File: config.mk
export PLATFORM = sky130hd
export DESIGN_NAME = ddr4_bist_sequencer
export DESIGN_NICKNAME = d
export VERILOG_FILES = /design/src/rtl/ddr4_bist_sequencer.sv
export SDC_FILE = /design/constraint.sdc
export NUM_CORES = 1
export LEC_CHECK = 0
export ABC_AREA = 1
export ABC_CLOCK_PERIOD_IN_PS = 5800
export CAP_MARGIN = 40
export CORE_AREA = 5 5 512 514
export DETAILED_ROUTE_END_ITERATION = 10
export DIE_AREA = 0 0 517 519
export SLEW_MARGIN = 0
export SYNTH_ARGS = -nofsm -noshare
export SYNTH_HDL_FRONTEND = slang
export SYNTH_SLANG_ARGS = --single-unit
File: constraint.sdc
create_clock -name mem_clk -period 5.8 [get_ports mem_clk]
set_input_delay 1.16 -clock mem_clk [delete_from_list [all_inputs] [get_ports mem_clk]]
set_output_delay 1.16 -clock mem_clk [all_outputs]
set_load 0.02 [all_outputs]
File: src/rtl/ddr4_bist_sequencer.sv
// DDR4 built-in self test sequencer: waits for EMIF calibration, writes an
// address-derived pattern over TEST_WORDS words, reads them back with a bounded
// number of reads in flight, and reports pass/fail, error count and first bad word.
module ddr4_bist_sequencer #(
    parameter int unsigned ADDR_W          = 25,
    parameter int unsigned DATA_W          = 576,
    parameter int unsigned TEST_WORDS      = 1024,
    parameter int unsigned MAX_OUTSTANDING = 16,
    parameter logic [31:0] SEED            = 32'hA5C3_0F96
) (
    input  logic                mem_clk,
    input  logic                reset,
    input  logic                start,
    input  logic                cal_success,
    input  logic                cal_fail,
    output logic [ADDR_W-1:0]   avm_address,
    output logic                avm_write,
    output logic                avm_read,
    output logic [DATA_W-1:0]   avm_writedata,
    output logic [DATA_W/8-1:0] avm_byteenable,
    output logic [6:0]          avm_burstcount,
    input  logic                avm_waitrequest,
    input  logic [DATA_W-1:0]   avm_readdata,
    input  logic                avm_readdatavalid,
    output logic                busy,
    output logic                done,
    output logic                pass,
    output logic [15:0]         err_count,
    output logic [ADDR_W-1:0]   first_err_addr
);

    localparam int unsigned OutW = $clog2(MAX_OUTSTANDING + 1);
    localparam logic [ADDR_W:0] LastIdx  = (ADDR_W + 1)'(TEST_WORDS - 1);
    localparam logic [ADDR_W:0] NumWords = (ADDR_W + 1)'(TEST_WORDS);
    localparam logic [OutW-1:0] MaxOut   = OutW'(MAX_OUTSTANDING);

    typedef enum logic [2:0] {
        StIdle, StWaitCal, StWrite, StRead, StDrain, StPass, StFail
    } state_e;

    state_e state_q, state_d;

    logic [ADDR_W-1:0] idx_q, idx_d;
    logic [ADDR_W:0]   ridx_q, ridx_d;
    logic [OutW-1:0]   out_q, out_d;
    logic [15:0]       err_q, err_d;
    logic [ADDR_W-1:0] first_q, first_d;
    logic              busy_q, busy_d;
    logic              done_q, done_d;
    logic              pass_q, pass_d;

    logic start_run, last_idx, rd_room, wr_accept, rd_accept, ret_valid, ret_dec;

    // 32-bit word {a zero-extended} ^ SEED, replicated across the data bus
    function automatic logic [DATA_W-1:0] pattern(input logic [ADDR_W:0] a);
        logic [31:0] w;
        w = 32'(a) ^ SEED;
        return {(DATA_W / 32){w}};
    endfunction

    assign start_run = start && (state_q == StIdle || state_q == StPass || state_q == StFail);
    assign last_idx  = ({1'b0, idx_q} == LastIdx);
    assign rd_room   = (out_q < MaxOut);
    assign wr_accept = (state_q == StWrite) && !avm_waitrequest;
    assign rd_accept = (state_q == StRead) && rd_room && !avm_waitrequest;
    // Returns are only meaningful while a read phase is active; stale ones are dropped
    assign ret_valid = avm_readdatavalid && (state_q == StRead || state_q == StDrain);
    assign ret_dec   = ret_valid && (out_q != '0);

    assign avm_address    = idx_q;
    assign avm_writedata  = (state_q == StWrite) ? pattern({1'b0, idx_q}) : '0;
    assign avm_byteenable = '1;
    assign avm_burstcount = 7'd1;
    assign busy           = busy_q;
    assign done           = done_q;
    assign pass           = pass_q;
    assign err_count      = err_q;
    assign first_err_addr = first_q;

    // State register
    always_ff @(posedge mem_clk or posedge reset) begin
        if (reset) begin
            state_q <= StIdle;
        end else begin
            state_q <= state_d;
        end
    end

    // Next state and command strobes
    always_comb begin
        state_d   = state_q;
        avm_write = 1'b0;
        avm_read  = 1'b0;
        unique case (state_q)
            StIdle, StPass, StFail: begin
                if (start) state_d = StWaitCal;
            end
            StWaitCal: begin
                if (cal_fail)         state_d = StFail;
                else if (cal_success) state_d = StWrite;
            end
            StWrite: begin
                avm_write = 1'b1;
                if (wr_accept && last_idx) state_d = StRead;
            end
            StRead: begin
                // Held high through a stall: outstanding can only fall meanwhile
                avm_read = rd_room;
                if (rd_accept && last_idx) state_d = StDrain;
            end
            StDrain: begin
                if (out_q == '0 && ridx_q == NumWords) begin
                    state_d = (err_q == 16'd0) ? StPass : StFail;
                end
            end
            default: state_d = StIdle;
        endcase
    end

    // Datapath: indices, outstanding counter, error capture and status
    always_comb begin
        idx_d   = idx_q;
        ridx_d  = ridx_q;
        out_d   = out_q;
        err_d   = err_q;
        first_d = first_q;
        busy_d  = busy_q;
        done_d  = done_q;
        pass_d  = pass_q;

        if (start_run) begin
            idx_d   = '0;
            ridx_d  = '0;
            out_d   = '0;
            err_d   = '0;
            first_d = '0;
            busy_d  = 1'b1;
            done_d  = 1'b0;
            pass_d  = 1'b0;
        end

        if (wr_accept || rd_accept) begin
            idx_d = last_idx ? '0 : idx_q + 1'b1;
        end

        if (ret_valid) begin
            ridx_d = ridx_q + 1'b1;
            if (avm_readdata != pattern(ridx_q)) begin
                if (err_q != 16'hFFFF) err_d = err_q + 16'd1;
                if (err_q == 16'd0)    first_d = ridx_q[ADDR_W-1:0];
            end
        end

        case ({rd_accept, ret_dec})
            2'b10:   out_d = out_q + OutW'(1);
            2'b01:   out_d = out_q - OutW'(1);
            default: out_d = out_q;
        endcase

        if (state_d != state_q && (state_d == StPass || state_d == StFail)) begin
            busy_d = 1'b0;
            done_d = 1'b1;
            pass_d = (state_d == StPass);
        end
    end

    // Datapath registers
    always_ff @(posedge mem_clk or posedge reset) begin
        if (reset) begin
            idx_q   <= '0;
            ridx_q  <= '0;
            out_q   <= '0;
            err_q   <= '0;
            first_q <= '0;
            busy_q  <= 1'b0;
            done_q  <= 1'b0;
            pass_q  <= 1'b0;
        end else begin
            idx_q   <= idx_d;
            ridx_q  <= ridx_d;
            out_q   <= out_d;
            err_q   <= err_d;
            first_q <= first_d;
            busy_q  <= busy_d;
            done_q  <= done_d;
            pass_q  <= pass_d;
        end
    end

endmodule

### Word-level counts from Yosys, hierarchy flattened

Index checks and enable logic that the tools add are counted.

| cells by class | value |
|---|---|
| shift operators | 0 |
| $mul | 0 |
| magnitude comparators | 1 |
| mux-type cells | 30 |
| equal/unequal tests | 15 |
| divide/modulo/power cells | 0 |
| bitwise logic cells | 2 |
| reductions and logical operators | 25 |
| $add $sub $neg | 5 |

Operators by type and width:

| kind | count |
|---|---|
| 576-bit 2-to-1 mux | 1 |
| 576-bit inequality test | 1 |
| 25-bit 2-to-1 mux | 7 |
| 16-bit 2-to-1 mux | 4 |
| 26-bit 2-to-1 mux | 2 |
| 13-bit NOT with 16-bit output | 2 |
| 26-bit by 1-bit adder with 26-bit output (second input constant) | 1 |
| 26-bit by 11-bit == test with 1-bit output (second input constant) | 1 |
| 25-bit by 1-bit adder with 25-bit output (second input constant) | 1 |
| 25-bit by 10-bit == test with 1-bit output (second input constant) | 1 |
| 3-bit 2-to-1 mux | 6 |
| 16-bit by 1-bit adder with 16-bit output (second input constant) | 1 |
| 16-bit zero test | 1 |
| 16-bit inequality test (second input constant) | 1 |
| 3-bit == test (second input constant) | 5 |
| 3-bit one-hot mux with 5 select lines | 1 |
| 1-bit logical AND | 10 |
| 5-bit one-hot mux with 2 select lines | 1 |
| 2-bit nonzero test | 4 |
| 1-bit 2-to-1 mux | 7 |
| 3-bit by 2-bit == test with 1-bit output (second input constant) | 2 |
| 5-bit by 1-bit adder with 5-bit output (second input constant) | 1 |
| 5-bit zero test | 1 |
| 1-bit logical OR | 5 |
| other kinds (11) | 11 |

| word-level totals | value |
|---|---|
| output and inout bits | 726 |
| memory bits (read-only) | 0 |
| bits of input ports | 583 |
| latch bits | 0 |
| flip-flop bits (word level) | 103 |
| memories kept | 0 |
| bits in writable memories | 0 |
| logic and storage cells | 87 |

### Logic depth before layout (Yosys ltp)

| logic depth | value |
|---|---|
| depth after elaboration | 10 |
| mapped depth | 20 |
| gate-level depth less buffers | 18 |

### Worst setup path before layout

OpenSTA, ideal clock, no wires.

| path | value |
|---|---|
| path type | flip-flop to output port |
| start point | reg state_q[0] |
| end point | out avm_writedata[101] |
| buffers on the path | 2 |
| stages on the path, launching flop included | 8 |
| setup slack | -0.078 ns |
| data arrival time | 4.718 ns |
| cells stage by stage | dfrtp_1 nor2_1 inv_1 nor2_1 clkinv_1 clkbuf_1 nor2_1 buf_4 |

| on the way | value |
|---|---|
| word-level cells in the longest chain between the ends | 2 |

Ends and longest elaborated chain:

| item | line | text |
|---|---|---|
| from (decl) | 41 | `state_e state_q, state_d;` |
| from (signal assigned) | 83 | `state_q <= StIdle;` |
| from (signal assigned) | 85 | `state_q <= state_d;` |
| 3-bit by 2-bit == test with 1-bit output | 71 | `assign avm_writedata = (state_q == StWrite) ? pattern({1'b0, idx_q}) : '0;` |
| 576-bit 2-to-1 mux | 71 |  |
| to (decl) | 19 | `output logic [DATA_W-1:0] avm_writedata,` |

No other way between the ends.

### Worst setup path after layout

| path | value |
|---|---|
| start point | in avm_readdata[181] |
| end point | reg first_q[15] (netlist: first_err_addr[15]) |

| on the way | value |
|---|---|
| word-level cells in the longest chain between the ends | 3 |

Ends and longest elaborated chain:

| item | line | text |
|---|---|---|
| from (decl) | 23 | `input logic [DATA_W-1:0] avm_readdata,` |
| 576-bit inequality test | 148 | `if (avm_readdata != pattern(ridx_q)) begin` |
| 25-bit 2-to-1 mux | 148 |  |
| 25-bit 2-to-1 mux | 146 | `if (ret_valid) begin` |
| via first_d[15] | 47 | `logic [ADDR_W-1:0] first_q, first_d;` |
| to (signal assigned) | 183 | `first_q <= first_d;` |
| to (decl) | 47 |  |

The timed path passes the listed nets, and every way through them passes these cells.
A chain may end at the register's enable or synchronous reset.

==> impl_metrics.csv <==
group,metric,value,unit
route,wl,245600,um
timing,rsz0062_at_grt,"no",
outcome,status,"finished clean",
setup_path,critPathCaptureType,"flip-flop",
timing,tns,0,ns
placement,gp_congestion,1.040,
route,dr.pass1.iters,7,
timing,finalMaxSlewViolations,0,
logic_synthesis,yosys_register_bits,103,
route,drt_iter0_drc,3130,
global_route,grt_max_degree,57,
clock_network,cts.sinks,103,
final_layout,fin_area,36410,um2
logic_synthesis,synth-edff-count,0,
timing,slew_headroom,0.3651,
route,drc,0,
timing,setup-violations-final,0,
logic_synthesis,yosysTopAreaCell,"nand2_1",
logic_synthesis,synth.most_common_cell,"nand2_1",
global_route,grt_pass1_wl,297700,um
clock_network,clockRootBuffer,"clkbuf_16",
placement,pre_cts_ws,1.074,ns
setup_path,critical_path_class,"in -> reg",
final_layout,drive_gt1_frac,0.04176,
logic_synthesis,yosysSeqAreaShare,0.1078,
clock_network,post_cts_buffers,0,
die,die_y,519,um
power_and_ir_drop,power.leakage,16.10,nW
clock_network,clk_pin_slew,0.09,ns
worst_hold_path,min_path_type,"reg -> reg",
worst_hold_path,hp-start,"out_q[0]$_DFFE_PP0P_",
die,row_count,186,
logic_synthesis,synth_cell_type_count,54,
clock_network,postCtsHoldBufs,0,
logic_synthesis,synth.cell_area,23910,um2
die,ios,1309,
global_route,grt.overflow.total,0,
clock_network,h-tree-depth,3,
timing,finClkSkew,0.02525,ns
global_route,grt_usage,0.1731,
placement,dpl.hpwl,221900,um
setup_path,cp.required,6.16,ns
logic_synthesis,synth.area.top_cells,"nand2_1 (23%), buf_4 (21%), dfrtp_1 (11%)",
timing,fin_ws,1.425,ns
timing,tightest_slew,0.9424,ns
logic_synthesis,synthArstFlopShare,1.000,
clock_network,insertion_delay,0.44,ns
power_and_ir_drop,p_total,5.294,mW
timing,hold_ws,0.4999,ns
logic_synthesis,synthCells,4339,
timing,min_period_over_period,0.7543,
logic_synthesis,synth.avg_cell_area,5.509,um2
power_and_ir_drop,peakVddDrop,0.1591,mV
job,cap_violations,0,
final_layout,fill_cells,29920,
logic_synthesis,yosys-top-cells-count,"nand2_1 (1484), buf_4 (666), nor2_1 (594), inv_1 (575), xnor2_1 (166)",
final_layout,final_nets,5593,
setup_path,rr_startpoint,"ridx_q[21]$_DFFE_PP0P_",
placement,placed_area,35880,um2
die,die_area,268300,um2
global_route,antenna_found_initial,343,
route,ant_nets,0,
route,wl_per_cell,28.98,um
logic_synthesis,yosysTopAreaCellShare,0.2330,
route,vias_per_cell,3.589,
global_route,first_global_vias,26340,
timing,hold_violations,0,
die,start_util,0.09321,
logic_synthesis,synth_ff_type,"dfrtp_1",
clock_network,cts_tree,"done",
placement,io_buffers,1157,
die,core,256500,um2
setup_path,crit_arrival,4.73,ns
setup_path,critPathMaxFanout,31,
clock_network,cts-resized-gates,0,
route,vias,30410,
logic_synthesis,ys_warn_count,0,
die,die_w,517,um
power_and_ir_drop,power_density,145.4,nW/um2
setup_path,crit_path_start_kind,"input port",
timing,min_period,4.375,ns
clock_network,cts_buffer_depth,2,
timing,fmax,228.6,MHz
final_layout,areaGrowthSynthToFinish,52.29,%
clock_network,cts_made_buffers,9,
setup_path,cp-startpoint,"avm_readdata[181]",
[state kept, by name, summed over array words and instances (netlist names)]
name / cells
ridx_q: 26
avm_address: 25
first_err_addr: 25
err_count: 16
out_q: 5
state_q: 3
busy: 1
done: 1
pass: 1
[critical path, cell delays in order]
cell and delay, ns:
clkdlybuf4s50_1 0.49, inv_1 0.05, nand2_1 0.05, nand2_1 0.08, nor2_1 0.54, nand3_1 0.19, nor2_1 0.36, nand3_1 0.14
nor2_1 0.20, nand2_1 0.07, nor2_1 0.26, nand2_1 0.19, buf_4 0.28, nand3_2 0.43, nand2_1 0.10, nand2_1 0.09
[final timing paths]
check                                                     to  slack [ns]  cells after the start
worst max-delay path            first_err_addr[15]$_DFF_PP0_        1.43                     16
min in group asynchronous             ridx_q[21]$_DFFE_PP0P_        1.16                      2
worst max register to register  first_err_addr[15]$_DFF_PP0_        1.52                     15
worst min register to register          out_q[0]$_DFFE_PP0P_        0.50                      1
worst min-delay path                    out_q[0]$_DFFE_PP0P_        0.50                      1
max in group asynchronous       first_err_addr[15]$_DFF_PP0_        3.65                      4
[power breakdown]
part / internal [mW] / total (mW) / switching [mW]
clock network: 0.315 / 0.725 / 0.410
registers: 0.840 / 1.09 / 0.253
logic: 1.21 / 3.48 / 2.27
total: 2.37 / 5.29 / 2.93
[kinds of logic after synthesis]
| family | after synthesis | synth area share |
|---|---|---|
| simple gates | 2446 | 0.4148 |
| mux | 3 | 0.001256 |
| fa+ha+maj | 10 | 0.005548 |
| other cells | 2 | 0.0003142 |
| flops | 103 | 0.1078 |
| xor+xnor | 313 | 0.1147 |
| buf+inv | 1353 | 0.3290 |
| compound gates | 109 | 0.02654 |
[per-layer routing]
metal / global-route usage / vias to the layer above / routed length (um) / share of wire
met5: 0 / - / 1207 / 0.0049
met4: 0.08992 / 188 / 16480 / 0.067
met3: 0.08638 / 769 / 31700 / 0.13
met2: 0.2964 / 2253 / 115300 / 0.47
met1: 0.1717 / 13570 / 80860 / 0.33
li1: - / 13630 / - / -
[final cells by class]
cell class,count,area [um2],area share
diodes,83,207.7,0.005705
clock buffers,9,225.2,0.006186
clock inverters,7,93.84,0.002578
inverters,600,2255,0.06193
multi-input cells,3032,14180,0.3895
flip-flops and latches,103,2587,0.07107
well taps,3384,4234,0.1163
repair buffers,1254,12620,0.3467
[placed cells by master (no fill, tap or decap), types with 8 or more instances in the layout]
master,synthesis,routed
inv_2,23,24
o21ai_0,36,36
nor2_2,4,16
nor2_1,594,568
or2_2,12,12
a21oi_1,33,33
xnor2_1,166,166
dfrtp_2,0,8
nand4_1,94,94
nand3_1,120,120
nand2_1,1484,1484
diode_2,0,83
xor2_1,147,147
nor3_1,96,94
buf_4,666,75
inv_1,575,574
nor2_4,6,20
o22ai_1,16,16
buf_16,0,11
clkbuf_16,0,9
clkdlybuf4s50_1,0,1157
dfrtp_1,103,95
conb_1,2,151
ha_1,9,9
[metrics by stage]
| step | utilization | instances |
|---|---|---|
| after floorplan | - | 4488 |
| after global placement | 0.1380 | 8349 |
| after detailed placement | 0.1399 | 8373 |
| after CTS | 0.1411 | 8389 |
| after global routing | 0.1414 | 8420 |
| final | 0.1420 | 8472 |
Power figures use the tool's default switching activity.
